$ cat src/rtl/staff_note_playback.sv
// -----------------------------------------------------------------------------
// staff_note_playback
//
// Steps through a score stored in an external memory, one staff cell per
// sixteenth-note tick. Each staff cell holds five voice slots of 12 bits,
// laid out as {rhythm[3:0], note[7:0]}. A note of 8'hFF marks an empty slot.
// An empty slot sustains: the voice keeps its current note and duration.
// Each voice counts down its remaining duration, and the voice sounds while
// that count is nonzero.
//
// Per-cell sequence: FETCH (one-cycle read strobe) -> WAIT1 -> WAIT2. The
// memory data is captured on the edge that leaves WAIT2. PLAY then waits
// for a tick. A tick in PLAY decrements the counters and moves to the next
// cell, wraps to cell 0, or finishes.
//
// Ports
//   clk_in                  system clock
//   rst_in                  asynchronous active-high reset
//   start_in                pulse: (re)start playback at cell 0
//   stop_in                 pulse: abort playback (wins over start_in)
//   sixteenth_tick_in       pulse: one per sixteenth note
//   num_cells_in[5:0]       cells to play, sampled on start; 0 = none
//   loop_in                 wrap to cell 0 after the last cell (sampled live)
//   mem_rd_out              score-memory read strobe
//   mem_addr_out[5:0]       staff cell address for the read
//   mem_data_in[59:0]       five slots; valid two cycles after mem_rd_out
//   notes_out[39:0]         note per voice, voice i = bits [8i+7:8i]
//   note_rhythms_out[19:0]  rhythm per voice, voice i = bits [4i+3:4i]
//   note_on_out[4:0]        voice sounding (remaining duration nonzero)
//   current_staff_cell_out  cell being played
//   cell_valid_out          one-cycle pulse when new cell data is presented
//   busy_out                playback active (any state but IDLE)
//   done_out                one-cycle pulse at the end of non-looping playback
//   overrun_out             sticky: a tick was lost
// -----------------------------------------------------------------------------
module staff_note_playback (
    input  logic        clk_in,
    input  logic        rst_in,
    input  logic        start_in,
    input  logic        stop_in,
    input  logic        sixteenth_tick_in,
    input  logic [5:0]  num_cells_in,
    input  logic        loop_in,
    output logic        mem_rd_out,
    output logic [5:0]  mem_addr_out,
    input  logic [59:0] mem_data_in,
    output logic [39:0] notes_out,
    output logic [19:0] note_rhythms_out,
    output logic [4:0]  note_on_out,
    output logic [5:0]  current_staff_cell_out,
    output logic        cell_valid_out,
    output logic        busy_out,
    output logic        done_out,
    output logic        overrun_out
);

    localparam int NV = 5;

    typedef enum logic [2:0] {IDLE, FETCH, WAIT1, WAIT2, PLAY} state_t;

    state_t             r_state;
    logic [5:0]         r_num_cells;
    logic               r_pending;
    logic [NV-1:0][4:0] r_counter;

    // Control decode. stop_in overrides everything, and start_in overrides
    // normal sequencing, so both gate the PLAY tick and the WAIT2 load.
    logic       w_start;
    logic       w_start_empty;
    logic       w_tick_play;
    logic       w_more;
    logic       w_finish;
    logic       w_clear;
    logic       w_load_phase;
    logic [5:0] w_next_cell;

    assign w_start       = start_in && !stop_in;
    assign w_start_empty = w_start && (num_cells_in == 6'd0);
    // A tick that arrived during the fetch is held in r_pending.
    // That held tick counts as a tick in the first PLAY cycle.
    assign w_tick_play   = (r_state == PLAY) && !stop_in && !start_in &&
                           (sixteenth_tick_in || r_pending);
    // Widen to 7 bits so cell+1 can never wrap before the compare.
    assign w_more        = ({1'b0, current_staff_cell_out} + 7'd1) < {1'b0, r_num_cells};
    assign w_finish      = w_tick_play && !w_more && !loop_in;
    assign w_clear       = stop_in || w_start_empty || w_finish;
    assign w_load_phase  = (r_state == WAIT2) && !stop_in && !start_in;
    assign w_next_cell   = w_more ? (current_staff_cell_out + 6'd1) : 6'd0;

    // Per-voice next-state logic.
    logic [NV-1:0][4:0] w_counter_next;
    logic [NV-1:0]      w_note_on_next;
    logic [39:0]        w_notes_next;
    logic [19:0]        w_rhythms_next;

    genvar gi;
    generate
        for (gi = 0; gi < NV; gi++) begin : g_voice
            logic [7:0] w_slot_note;
            logic [3:0] w_slot_rhythm;
            logic       w_load;
            logic [4:0] w_load_value;
            logic [4:0] w_dec_value;

            assign w_slot_note   = mem_data_in[12*gi +: 8];
            assign w_slot_rhythm = mem_data_in[12*gi+8 +: 4];
            assign w_load        = w_load_phase && (w_slot_note != 8'hFF);
            // Rhythm 0 encodes a whole note: 16 sixteenths.
            assign w_load_value  = (w_slot_rhythm == 4'd0) ? 5'd16 : {1'b0, w_slot_rhythm};
            assign w_dec_value   = (r_counter[gi] != 5'd0) ? (r_counter[gi] - 5'd1) : 5'd0;

            // Priority: clear, then load, then decrement. A load beats a
            // decrement in the same cycle.
            assign w_counter_next[gi] = w_clear     ? 5'd0 :
                                        w_load      ? w_load_value :
                                        w_tick_play ? w_dec_value :
                                                      r_counter[gi];
            assign w_note_on_next[gi] = (w_counter_next[gi] != 5'd0);

            assign w_notes_next[8*gi +: 8]   = w_load ? w_slot_note   : notes_out[8*gi +: 8];
            assign w_rhythms_next[4*gi +: 4] = w_load ? w_slot_rhythm : note_rhythms_out[4*gi +: 4];
        end
    endgenerate

    always_ff @(posedge clk_in or posedge rst_in) begin
        if (rst_in) begin
            r_state                <= IDLE;
            r_num_cells            <= 6'd0;
            r_pending              <= 1'b0;
            r_counter              <= '0;
            notes_out              <= {NV{8'hFF}};
            note_rhythms_out       <= 20'd0;
            note_on_out            <= 5'd0;
            mem_rd_out             <= 1'b0;
            mem_addr_out           <= 6'd0;
            current_staff_cell_out <= 6'd0;
            cell_valid_out         <= 1'b0;
            busy_out               <= 1'b0;
            done_out               <= 1'b0;
            overrun_out            <= 1'b0;
        end else begin
            // Pulse outputs default low.
            mem_rd_out       <= 1'b0;
            cell_valid_out   <= 1'b0;
            done_out         <= 1'b0;

            r_counter        <= w_counter_next;
            note_on_out      <= w_note_on_next;
            notes_out        <= w_notes_next;
            note_rhythms_out <= w_rhythms_next;

            if (stop_in) begin
                r_state   <= IDLE;
                busy_out  <= 1'b0;
                r_pending <= 1'b0;
            end else if (start_in) begin
                r_pending <= 1'b0;
                if (num_cells_in != 6'd0) begin
                    r_num_cells            <= num_cells_in;
                    current_staff_cell_out <= 6'd0;
                    mem_addr_out           <= 6'd0;
                    mem_rd_out             <= 1'b1;
                    busy_out               <= 1'b1;
                    r_state                <= FETCH;
                end else begin
                    // Nothing to play: finish straight away.
                    busy_out <= 1'b0;
                    done_out <= 1'b1;
                    r_state  <= IDLE;
                end
            end else begin
                case (r_state)
                    IDLE: begin
                        busy_out <= 1'b0;
                    end
                    FETCH, WAIT1, WAIT2: begin
                        // Only one tick can be held. A second tick is lost.
                        if (sixteenth_tick_in) begin
                            if (r_pending) overrun_out <= 1'b1;
                            else           r_pending   <= 1'b1;
                        end
                        if (r_state == FETCH)      r_state <= WAIT1;
                        else if (r_state == WAIT1) r_state <= WAIT2;
                        else begin
                            r_state        <= PLAY;
                            cell_valid_out <= 1'b1;
                        end
                    end
                    PLAY: begin
                        if (w_tick_play) begin
                            // The held tick and a live tick arrived together.
                            // Only one can be used, so the other is lost.
                            if (r_pending && sixteenth_tick_in) overrun_out <= 1'b1;
                            r_pending <= 1'b0;
                            if (w_more || loop_in) begin
                                current_staff_cell_out <= w_next_cell;
                                mem_addr_out           <= w_next_cell;
                                mem_rd_out             <= 1'b1;
                                r_state                <= FETCH;
                            end else begin
                                busy_out <= 1'b0;
                                done_out <= 1'b1;
                                r_state  <= IDLE;
                            end
                        end
                    end
                    default: begin
                        r_state  <= IDLE;
                        busy_out <= 1'b0;
                    end
                endcase
            end
        end
    end

endmodule

$ cat config.mk
export PLATFORM = sky130hd
export DESIGN_NAME = staff_note_playback
export DESIGN_NICKNAME = d
export VERILOG_FILES = /design/src/rtl/staff_note_playback.sv
export SDC_FILE = /design/constraint.sdc
export NUM_CORES = 1
export LEC_CHECK = 0
export CORE_ASPECT_RATIO = 0.75
export CORE_MARGIN = 2
export CORE_UTILIZATION = 44
export CTS_CLUSTER_SIZE = 12
export DETAILED_ROUTE_END_ITERATION = 8
export PLACE_DENSITY = 0.86
export SLEW_MARGIN = 20
export SYNTH_ARGS = -nofsm -noshare
export SYNTH_HDL_FRONTEND = slang
export SYNTH_SLANG_ARGS = --single-unit
$ cat constraint.sdc
create_clock -name clk_in -period 3.63 [get_ports clk_in]
set_clock_uncertainty 0.1 [all_clocks]
set_input_delay 0.5445 -clock clk_in [delete_from_list [all_inputs] [get_ports clk_in]]
set_output_delay 0.5445 -clock clk_in [all_outputs]
set_load 0.02 [all_outputs]
==> flow_summary.json <==
{
  "cts_htree_levels": 3,
  "ys.warnings.count": 0,
  "cts_resized": 0,
  "grt.total_usage_pct": 19.8,
  "vias": 4444,
  "clock-sinks": 111,
  "fmax_ghz": 0.301,
  "post_cts_buffers": 0,
  "synth_top_area_share_pct": 32.1,
  "max_slew_margin_pct": 42.5,
  "ir_worst_vdd_v": 0.000271,
  "seq_area_frac_synth_pct": 51.0,
  "dr.pass1.iters": 5,
  "dr_wl_met3_um": 650,
  "die_height_um": 101,
  "synth.distinct_cells": 59,
  "clkLatencyLatePin_ns": 0.34,
  "worstSetupStartpointType": "register",
  "cts_max_path_buffers": 2,
  "critical_path_arrival_ns": 3.46,
  "insertedDiodeCount": 0,
  "worst_pin_slew_ns": 0.841,
  "worstPathMaxFanout": 8,
  "numCtsBuffers": 9,
  "die_x_um": 134,
  "final_common_cell": "clkdlybuf4s50_1",
  "netlist_instances": 533,
  "port_buffers": 153,
  "p_sw_share_pct": 27.4,
  "wirelength_mm": 13.0,
  "p_int_uw": 2270,
  "antenna_found_initial": 0,
  "cts_root_buf": "clkbuf_16",
  "power_leakage_uw": 0.00328,
  "min_path_type": "register to register",
  "ioPinCount": 154,
  "setup_violations": 0,
  "grt_pass1_wl_mm": 21.6,
  "p_sw_uw": 854,
  "power.clock.fraction_pct": 32.3,
  "maxUsedRoutingLayer": "met4",
  "hold_viol": 0,
  "outcome": "completed",
  "wl_per_cell_um": 15.2,
  "start_util_pct": 45.0,
  "synth_area_leaders": "dfrtp_1 32%, dfstp_2 19%, mux2_2 9.6%, nand2_1 6.8%, ha_1 3.6%",
  "area_delta_synth_final_pct": 36.0,
  "hold_buffers": 0,
  "syn_nets": 621,
  "num_rows": 35,
  "cts_tree": "yes",
  "wl_met2_mm": 6.51,
  "antenna_left": 0,
  "die_area_mm2": 0.0135,
  "avgSynthCellArea_um2": 10.4,
  "layout.nets": 771,
  "layout_min_cycle_time_ns": 3.32,
  "fin_crit_sh_pct": 91.5,
  "drv_slew": 0,
  "synth-edff-count": 0,
  "vias_per_cell": 5.20,
  "grt_pass1_vias": 4608,
  "crit_required_ns": 3.77,
  "synth_area_mm2": 0.00554,
  "criticalPathCategory": "register to register",
  "met1_length_mm": 5.73,
  "power_uw": 3120,
  "ys_async_sr_fraction_pct": 100,
  "seq_power_share_pct": 46.1,
  "yosysTopAreaCell": "dfrtp_1",
  "final_cell_mix": "153 x clkdlybuf4s50_1, 100 x nand2_1, 71 x dfrtp_1",
  "p_per_area_mw_per_mm2": 414,
  "fin_util_pct": 61.3,
  "fin_setup_tns_ns": 0,
  "grt_overflow": 0,
  "core_region_area_mm2": 0.0123,
  "combinationalPowerShare_pct": 21.6,
  "drive_above_1_share_pct": 18.5,
  "rsz0062_at_grt": "false",
  "drtIter0Drc": 245,
  "gp_congestion": 0.856,
  "cap_viol_max_count": 0,
  "grt_max_degree": 59,
  "drc": 0,
  "ys_ff_latch": 111,
  "crit_path_end_kind": "register",
  "dp_hpwl_mm": 9.70,
  "synthFlopType": "dfrtp_1",
  "clk_pin_slew_ns": 0.08
}
worst max-delay path, stage by stage (launching register included):
cell and delay [ns]:
dfrtp_1 0.46, ha_1 0.29, and3_4 0.21, xnor2_1 0.19, ha_1 0.29, a21o_1 0.17, a221oi_1 0.42, nor3_1 0.14
nor4b_4 0.60, mux2_4 0.35
flip-flops by register name (all words and copies together), names as in the netlist:
signal                  count
busy_out                    1
note_on_out                 5
note_rhythms_out           20
r_state                     3
cell_valid_out              1
notes_out                  40
r_counter                  25
current_staff_cell_out      6
r_pending                   1
done_out                    1
overrun_out                 1
r_num_cells                 6
mem_rd_out                  1
synth_stat cells (all sizes together) (2+ instances only):
cell type	instances
xnor2	10
dfrtp	71
or4	3
nand3	9
o211ai	2
nand2	100
a21o	2
or3	2
o41a	2
buf	16
nand2b	6
o21ai	14
o22ai	2
a31oi	3
mux2	49
xor2	3
nor2b	3
clkbuf	10
a21boi	2
dfstp	40
and2	5
a31o	3
nand3b	2
a21oi	19
nor4b	4
a41oi	2
o21a	3
mux2i	9
nor2	46
inv	22
nand4	14
ha	16
nor3	6
nor4	8
a22oi	3
nor3b	4
a211oi	3
logic make-up (layout without fill, tap and decap cells):
kind of cell / count (synthesis) / in the layout / share of synthesized area [%]
AO/OA/AOI/OAI: 72 / 72 / 8.79
XOR/XNOR: 13 / 13 / 2.06
adder cells (fa/ha/maj): 16 / 16 / 3.61
buffers and inverters: 48 / 203 / 4.29
flip-flops: 111 / 111 / 51.0
multiplexers: 58 / 58 / 11.7
AND/OR/NAND/NOR: 215 / 215 / 18.5
worst paths after layout:
kind | start | end | slack (ns) | cells past startpoint
setup reg to reg | current_staff_cell_out[0]$_DFFE_PP0P_ | current_staff_cell_out[1]$_DFFE_PP0P_ | 0.31 | 9
setup / recovery | current_staff_cell_out[0]$_DFFE_PP0P_ | current_staff_cell_out[1]$_DFFE_PP0P_ | 0.31 | 9
hold / removal | notes_out[15]$_DFFE_PP1P_ | notes_out[15]$_DFFE_PP1P_ | 0.36 | 2
hold reg to reg | notes_out[15]$_DFFE_PP1P_ | notes_out[15]$_DFFE_PP1P_ | 0.36 | 2
min in group asynchronous | rst_in | current_staff_cell_out[4]$_DFFE_PP0P_ | 0.58 | 2
max in group asynchronous | rst_in | notes_out[36]$_DFFE_PP1P_ | 2.07 | 3
layer usage:
layer / track usage [%] / vias up
li1: - / 2160
met1: 24.5 / 2141
met2: 35.1 / 128
met3: 4.85 / 15
met4: 5.48 / 0
met5: 0 / -
power by group through the flow:
stage,Clock [µW],Combinational (µW),Sequential [µW]
floorplan,0,239,1560
global placement,0,652,1450
detailed placement,0,679,1460
CTS,1040,682,1440
global route,1090,724,1450
finish,1010,674,1440
cell type report:
class	count	area, µm²
clock inverter	6	75.1
inverter	22	85.1
sequential	111	2830
clock buffer	10	229
timing repair buffer	165	1630
tap	166	208
multi-input combinational	374	2480
fill	968	4770
through the flow:
stage | hold WS, ns | worst slack, ns | std cells | area, µm²
2_1_floorplan | 0.374 | 0.121 | 533 | 5540
3_3_place_gp | 0.347 | 0.300 | 838 | 7230
3_5_place_dp | 0.351 | 0.304 | 838 | 7230
4_1_cts | 0.363 | 0.308 | 854 | 7540
5_1_grt | 0.382 | 0.0955 | 854 | 7540
6_report | 0.360 | 0.310 | 854 | 7540
Note: power is estimated with default switching activity, not from simulation.
==> patch: new RTL, same settings <==
The 5 states of `state_t` get a one-hot encoding in 5 bits.
--- a/src/rtl/staff_note_playback.sv
+++ b/src/rtl/staff_note_playback.sv
@@ -57,5 +57,5 @@
     localparam int NV = 5;
 
-    typedef enum logic [2:0] {IDLE, FETCH, WAIT1, WAIT2, PLAY} state_t;
+    typedef enum logic [4:0] {IDLE = 5'b00001, FETCH = 5'b00010, WAIT1 = 5'b00100, WAIT2 = 5'b01000, PLAY = 5'b10000} state_t;
 
     state_t             r_state;
Check against the original RTL: same outputs for any inputs over 4 cycles, from zero or initial values and one cycle with rst_in high; so few cycles prove little.
==> patch against the unedited design <==
Combinational power down 29%; total power rose by 22%; sequential cell count is 2 higher; count of clock-buffer cells in the layout increased by 9; area after synthesis up 0.56%; global-route usage increased by 2.0 points; sequential power down 6%; wire length grew 8.2%; design area rose by 5.4%; worst setup slack gained 0.051 ns.
==> patch: results (changes against the unedited design) <==
[worst_setup_path]
setup.worst_path.end=note_on_out[1]
reg2reg_slack_ns=0.36  ; +0.05 ns
critPathArrivalTime_ns=3.47  ; about the same
critPathMaxFanout=30  ; +22
ff2ff_path_depth=10  ; +1

[hold_path]
hold_path_startpoint=notes_out[30]
whs_endpoint=notes_out[30]

[clock_tree]
path_clk_slew_ns=0.06  ; -0.02 ns
root_buffer=clkbuf_16
cts_resized=0  ; unchanged
cts_buffers=17  ; +8
clkLatencyLatePin_ns=0.41  ; +0.07 ns

[placement]
place_inst=811  ; -3.2%
hpwl_um=10100  ; +3.8%
gp_congestion=0.867  ; +1.2%

[pwr]
power.leakage_nw=3.50  ; +6.6%
vdd_drop_max_uv=316  ; +17%

[cells_and_area]
layout.nets=752  ; -2.5%
drive_gt1_frac=0.205  ; +0.0207
final_cell_count_no_fill=843  ; -1.3%

[route]
wl_per_cell_um=16.7  ; +9.6%
drtIter0Drc=300  ; +22%
firstDrtPassIters=4  ; -1
vias=4559  ; +2.6%

[grt]
grtUsageTotal=0.218  ; +0.0201
grt_pass1_vias=4762  ; +3.3%
grt_pass1_wl_um=23300  ; +8.1%
grt_max_degree=54  ; -8.5%

[yosys]
ys_types=64  ; +8.5%
syn_nets=596  ; -4.0%
yosysSeqAreaShare=0.517  ; +0.00634
avgSynthCellArea_um2=11.0  ; +5.5%
yosys-top-cells-area=dfrtp_1 (32%), dfstp_2 (19%), mux2_2 (7.7%), nand2_1 (3.9%), ha_1 (3.6%)
synth_async_sr_flop_share=1.00  ; unchanged

[timing]
relSlewSlack=0.307  ; -0.118

[status]
status=finished, final reports clean

patch: power breakdown:
part	switching, mW	internal [mW]
logic	0.239	0.237
registers	0.0480	1.30
clock network	0.589	1.39
patch: critical path: stages, from the launching register on:
cell	delay, ns
dfrtp_1	0.48
ha_1	0.26
nand3_1	0.14
xnor2_1	0.24
ha_1	0.29
a21oi_1	0.13
o22ai_1	0.09
nor2_1	0.17
a211oi_1	0.11
or3_1	0.78
a31oi_1	0.35
patch: metrics by stage:
stage	setup WS (ns)	util	power, mW	hold WS, ns	cell area, um2
floorplan	0.0660	-	1.63	0.377	5570
global placement	0.529	0.588	1.83	0.348	7240
detailed placement	0.362	0.588	1.84	0.351	7240
CTS	0.408	0.646	3.84	0.360	7950
global route	0.112	0.646	3.96	0.389	7950
finish	0.360	0.646	3.81	0.359	7950
patch: logic make-up (layout without fill, tap and decap cells):
group,after synthesis,in the layout,share of synthesized area
AND/OR/NAND/NOR,162,162,0.150
flip-flops,113,113,0.517
AO/OA/AOI/OAI,100,100,0.137
buffers and inverters,59,228,0.0514
multiplexers,39,39,0.0786
XOR/XNOR,19,19,0.0299
adder cells (fa/ha/maj),16,16,0.0359
patch: metal layers:
| layer | GRT usage | up-vias | routed length, um |
|---|---|---|---|
| met5 | 0 | - | 0 |
| met3 | 0.0696 | 15 | 1010 |
| met2 | 0.346 | 181 | 6490 |
| li1 | - | 2133 | - |
| met1 | 0.285 | 2230 | 6450 |
| met4 | 0.0794 | 0 | 127 |
patch: final cells by class:
| class | count | area [um2] |
|---|---|---|
| fill | 925 | 4360 |
| sequential | 113 | 2880 |
| multi-input combinational | 336 | 2410 |
| timing repair buffer | 163 | 1620 |
| clock buffer | 19 | 453 |
| clock inverter | 13 | 256 |
| tap | 166 | 208 |
| inverter | 33 | 126 |
